===== src/rtl/baud_gen_t.sv =====
// Programmable UART baud clock: divides the system clock to a 50%-duty square
// wave at 2400/4800/9600/19200 baud, selected by baud_rate.
module baud_gen_t #(
   parameter int CLK_FREQ_HZ = 50000000,
   // half-period counts, rounded to the nearest clock
   parameter int HALF_2400   = (CLK_FREQ_HZ + 2400)  / (2 * 2400),
   parameter int HALF_4800   = (CLK_FREQ_HZ + 4800)  / (2 * 4800),
   parameter int HALF_9600   = (CLK_FREQ_HZ + 9600)  / (2 * 9600),
   parameter int HALF_19200  = (CLK_FREQ_HZ + 19200) / (2 * 19200),
   parameter int CNT_W       = 14
) (
   input  logic       clock,
   input  logic       reset_n,
   input  logic [1:0] baud_rate,
   output logic       baud_clk
);

   logic [CNT_W-1:0] count;
   logic [CNT_W-1:0] half_sel;
   logic [CNT_W-1:0] term;

   always_comb begin
      half_sel = CNT_W'(HALF_2400);
      case (baud_rate)
         2'b00:   half_sel = CNT_W'(HALF_2400);
         2'b01:   half_sel = CNT_W'(HALF_4800);
         2'b10:   half_sel = CNT_W'(HALF_9600);
         2'b11:   half_sel = CNT_W'(HALF_19200);
         default: half_sel = CNT_W'(HALF_2400);
      endcase
   end

   assign term = half_sel - CNT_W'(1);

   // >= so a slow-to-fast rate switch mid-count toggles on the next clock
   // instead of running the counter around to wrap.
   always_ff @(posedge clock or negedge reset_n) begin
      if (!reset_n) begin
         count    <= '0;
         baud_clk <= 1'b0;
      end else if (count >= term) begin
         count    <= '0;
         baud_clk <= ~baud_clk;
      end else begin
         count    <= count + CNT_W'(1);
      end
   end

endmodule


===== config.mk =====
export PLATFORM = sky130hd
export DESIGN_NAME = baud_gen_t
export DESIGN_NICKNAME = d
export VERILOG_FILES = /design/src/rtl/baud_gen_t.sv
export SDC_FILE = /design/constraint.sdc
export NUM_CORES = 1
export LEC_CHECK = 0
export CAP_MARGIN = 10
export CORE_UTILIZATION = 55
export DETAILED_ROUTE_END_ITERATION = 10
export DONT_BUFFER_PORTS = 1
export PLACE_DENSITY_LB_ADDON = 0.1
export SLEW_MARGIN = 20
export SYNTH_ARGS = -nofsm -noshare
export SYNTH_HDL_FRONTEND = slang
export SYNTH_SLANG_ARGS = --single-unit

===== constraint.sdc =====
create_clock -name clock -period 2.1 [get_ports clock]
set_clock_uncertainty 0.2 [all_clocks]
set_input_delay 0.42 -clock clock [delete_from_list [all_inputs] [get_ports clock]]
set_output_delay 0.42 -clock clock [all_outputs]
set_load 0.05 [all_outputs]

Word level (Yosys, flattened, before mapping). Cells that the tools add are included. Widths: inputs -> output; s select.

Bits in registers: 15. Latch bits: 0. RAM bits: 0. Bits in read-only memories: 0. Output and inout port bits: 1. Word-level logic and storage cells: 12. Memories kept: 0.

$add $sub $neg: 2. Multipliers: 0. Divide/modulo/power cells: 0. Magnitude comparators: 1. Eq/ne operators: 3. Shift operators: 0. Mux-type cells: 2. Bitwise operators: 1. Reduce and logical (&&, ||, !) cells: 1.

Operators with widths (count): $pmux 14 s4 (1); $add 14x1->14 const B (1); $ge 14x14->1 (1); $mux 14 (1); $sub 14x1->14 const B (1); $eq 2x2->1 const B (2); $eq 2x1->1 const B (1); $logic_not 2->1 (1); $not 1->1 (1).

Depth between registers and ports, before layout.
Depth in word-level cells: 5. Mapped depth: 10. Mapped depth without buffers: 9.

Least setup slack after synthesis. Ideal clock, no wire load.

Path kind: input port to flip-flop. Start point: input baud_rate[0]. End point: register count[10]. Arrival time: 2004 ps. Slack: -175 ps. Cell stages on the path: 10. Path buffers: 1. Cell sequence: inv_1 ha_1 inv_1 ha_1 nand4_1 nor2_1 and3_1 a221o_2 buf_6 nor2_1.

Longest elaborated chain between the ends: 5. Elaborated cells between the ends (all ways): 8. Classes of those cells: add/sub (1); order compare (1); eq/ne (3); mux (2); reduce/logical (1).

RTL lines: from (decl) (RTL line 14) `input logic [1:0] baud_rate,`; $eq 2x2->1, or another cell as far along (RTL line 24) `case (baud_rate)`; $pmux 14 s4 * (RTL line 24); $sub 14x1->14 * (RTL line 33) `assign term = half_sel - CNT_W'(1);`; $ge 14x14->1 * (RTL line 41) `end else if (count >= term) begin`; $mux 14 * (RTL line 41); to (signal assigned) (RTL line 45) `count <= count + CNT_W'(1);`; to (decl) (RTL line 18) `logic [CNT_W-1:0] count;`.

Mark *: on every way between the ends. The rest lies on a longest branch, timed or not. A chain may end at the register's enable or synchronous reset.

Worst setup path in the final report. Ends and elaborated chain as after synthesis.

==> metrics.csv <==
stage,metric,value,unit
critical_path,Reg-to-Reg End,count[10],
critical_path,crit path DAT,2130,ps
critical_path,crit start category,input port,
grt,total congestion overflow,0,
sta,Rel. slew slack,56.4,%
floorplanning,Die H,46.2,um
run_status,status,"finished, violations left",
cells_and_area,Fill cells,114,
floorplanning,Die W,46.2,um
critical_path,Worst Setup End Kind,flop,
clock_network,Worst-path clk slew,90,ps
pwr,pwr/cell area,839,nW/um2
synth,syn nets,139,
synth,Cells after Synth,114,
sta,final setup fails,1,
grt,pin count of the biggest net entering global routing,16,
cells_and_area,Area Overhead vs Synth,29.3,%
grt,vias in the first global route,850,
cells_and_area,Inserted Diodes,0,
synth,Syn Area/Cell,9.41,um2
sta,RSZ-0062 raised after global routing,yes,
clock_network,root buffer cell,clkbuf_4,
pwr,Worst VDD drop,0.735,mV
synth,Syn Std Cell Area,1070,um2
clock_network,clk buf depth,2,
synth,sequential-to-total area share from yosys stat,35.0,%
drt,DR vias,832,
drt,Routed WL,2.27,mm
critical_path,worst path required time,2120,ps
drt,routed length per instance,14.6,um
min_path,Hold Path Depth,1,
synth,Netlist cell types,19,
cells_and_area,final non-filler cell total,155,
cells_and_area,share of cells above drive strength 1,35.4,%
sta,final hold violations,0,
critical_path,Worst path max stage delay,420,ps
critical_path,Reg2Reg Setup Slack,70,ps
sta,Final min period,2110,ps
floorplanning,core area,1780,um2
clock_network,Clock Latency Late Sink,280,ps
sta,period utilization,100,%
pwr,total power,1.16,mW
placement,total placed cells including tap cells,148,
clock_network,CTS tree,yes,
sta,Max Fclk,474,MHz
floorplanning,Starting Density,60.1,%
grt,initial antenna violation count,0,
run,maximum capacitance violations,0,
drt,DR pass1 iterations,4,
critical_path,"delay-heaviest family, CP",simple AND/OR/NAND/NOR gates,
sta,Pins Over Slew Limit,0,
floorplanning,top-level port count,5,
critical_path,kind of critical path,in -> reg,
min_path,worst min path class,reg -> reg,
placement,IO buf count,0,
placement,post-detail-place hpwl,1.70,mm
min_path,hold path startpoint,count[0],
sta,measured slew at the worst slew-check pin,652,ps
sta,setup total negative slack,-10.4,ps
clock_network,H-tree depth,1,
critical_path,WP buf/inv,3,
critical_path,crit-path max FO,6,
drt,Via density,5.37,
sta,Final Worst Setup Slack,-10.4,ps
placement,RePlAce Congestion,0.838,
synth,Ys Warns,0,
drt,Routed Antenna Nets,0,
drt,DRC viols,0,
critical_path,R2R depth,7,
cells_and_area,fin nets,156,
grt,All-Layer GR Usage,24.8,%
critical_path,crit path to,count[10],
drt,Initial DRC Count,14,
critical_path,slowest CP cell,a221o_2,
floorplanning,Cell Rows,15,
critical_path,Crit. Startpoint,baud_rate[0],
run_status,failing checks,negative setup slack,
grt,global-route wire length before repair,3.71,mm
critical_path,stages on the worst setup path,10,
critical_path,CP Cell Sequence,clkinvlp_4 -> ha_4 -> inv_4 -> ha_4 -> nand4_1 -> nor2_2 -> and3_1 -> a221o_2 -> buf_6 -> nor2_2,
clock_network,Num CTS Buffers,3,
synth,Yosys reg bits,15,
floorplanning,Die Footprint,2130,um2
clock_network,CTS Sinks,15,
cells_and_area,final core occ,77.8,%
critical_path,worst r2r src,count[12],
pwr,Leak Pwr,0.602,nW
placement,pre-CTS setup slack,-299,ps
==> final cells by class <==
cell class	instances	area (um2)	area share (%)
inverters	12	55.1	3.97
repair buffers	14	123	8.84
multi-input cells	85	774	55.9
clock inverters	1	5.00	0.361
clock buffers	3	22.5	1.62
flip-flops and latches	15	375	27.1
well taps	25	31.3	2.26
==> per-layer routing <==
layer	global-route usage [%]	up-vias	routed length, um	part of all wire [%]
met5	0	-	0	0
met4	3.53	0	0	0
met3	5.88	0	100	4.4
met2	43.7	13	1200	53
met1	31.1	398	968	43
li1	-	421	-	-
==> cells by family after synthesis <==
logic type | synth area share [%]
DFF | 35.0
adders and majority gates | 24.5
xor gates and xnor gates | 10.6
buffers and inverters | 5.60
and+or+nand+nor | 17.9
AOI/OAI and AO/OA | 6.42
==> layout by cell type (no fill, tap or decap), drive strengths merged <==
cell type,Yosys,layout
o221ai,2,2
and4,1,1
ha,21,21
nand3,4,4
xnor2,2,2
nor2,16,16
clkinv,0,1
nor4,1,1
nand2,9,9
and3,1,1
inv,12,10
nand4,7,7
xor2,11,11
a221o,1,1
dlygate4sd3,0,1
clkbuf,1,3
and2,1,1
dfrtp,15,15
o21ai,1,1
buf,1,13
clkinvlp,0,2
a21oi,7,7
==> synth_stat cells (all sizes together) <==
| cell | count | area [um2] |
|---|---|---|
| inv | 12 | 45.0 |
| nor4 | 1 | 12.5 |
| and3 | 1 | 6.26 |
| clkbuf | 1 | 3.75 |
| nand3 | 4 | 20.0 |
| nor2 | 16 | 60.1 |
| xnor2 | 2 | 17.5 |
| nand4 | 7 | 43.8 |
| o221ai | 2 | 17.5 |
| a21oi | 7 | 35.0 |
| nand2 | 9 | 33.8 |
| buf | 1 | 11.3 |
| xor2 | 11 | 96.3 |
| dfrtp | 15 | 375 |
| and4 | 1 | 8.76 |
| ha | 21 | 263 |
| o21ai | 1 | 5.00 |
| and2 | 1 | 6.26 |
| a221o | 1 | 11.3 |
==> per-stage QoR <==
stage	cell area, um2	hold slack, ps
6_report	1390	273
5_1_grt	1390	300
4_1_cts	1270	281
3_5_place_dp	1210	-74.9
3_3_place_gp	1210	-74.9
2_1_floorplan	1110	-75.6
==> power by group <==
part           switching (mW)  internal [mW]  leakage (nW)
clock network          0.0881         0.0707        0.0177
logic                   0.274          0.263         0.389
registers               0.105          0.363         0.195
==> flip-flops by register name, indices dropped and copies added, names as in the netlist <==
name      count
count        14
baud_clk      1
==> how the worst min path moves through the flow <==
stage                      endpoint
after detailed placement  count[13]
final                      count[0]
after global placement    count[13]
after CTS                  count[0]
after global routing       count[0]
after floorplan            baud_clk
==> what timing repair did <==
| action | CTS | global route |
|---|---|---|
| resized for setup | 3 | 28 |
| buffers inserted | 1 | 1 |
| endpoints found under the hold margin | 15 | 0 |
| endpoints found under the setup margin | 1 | 14 |
| hold buffers | 1 | 0 |
| pin swaps | 1 | 13 |
Power figures use the tool's default switching activity.
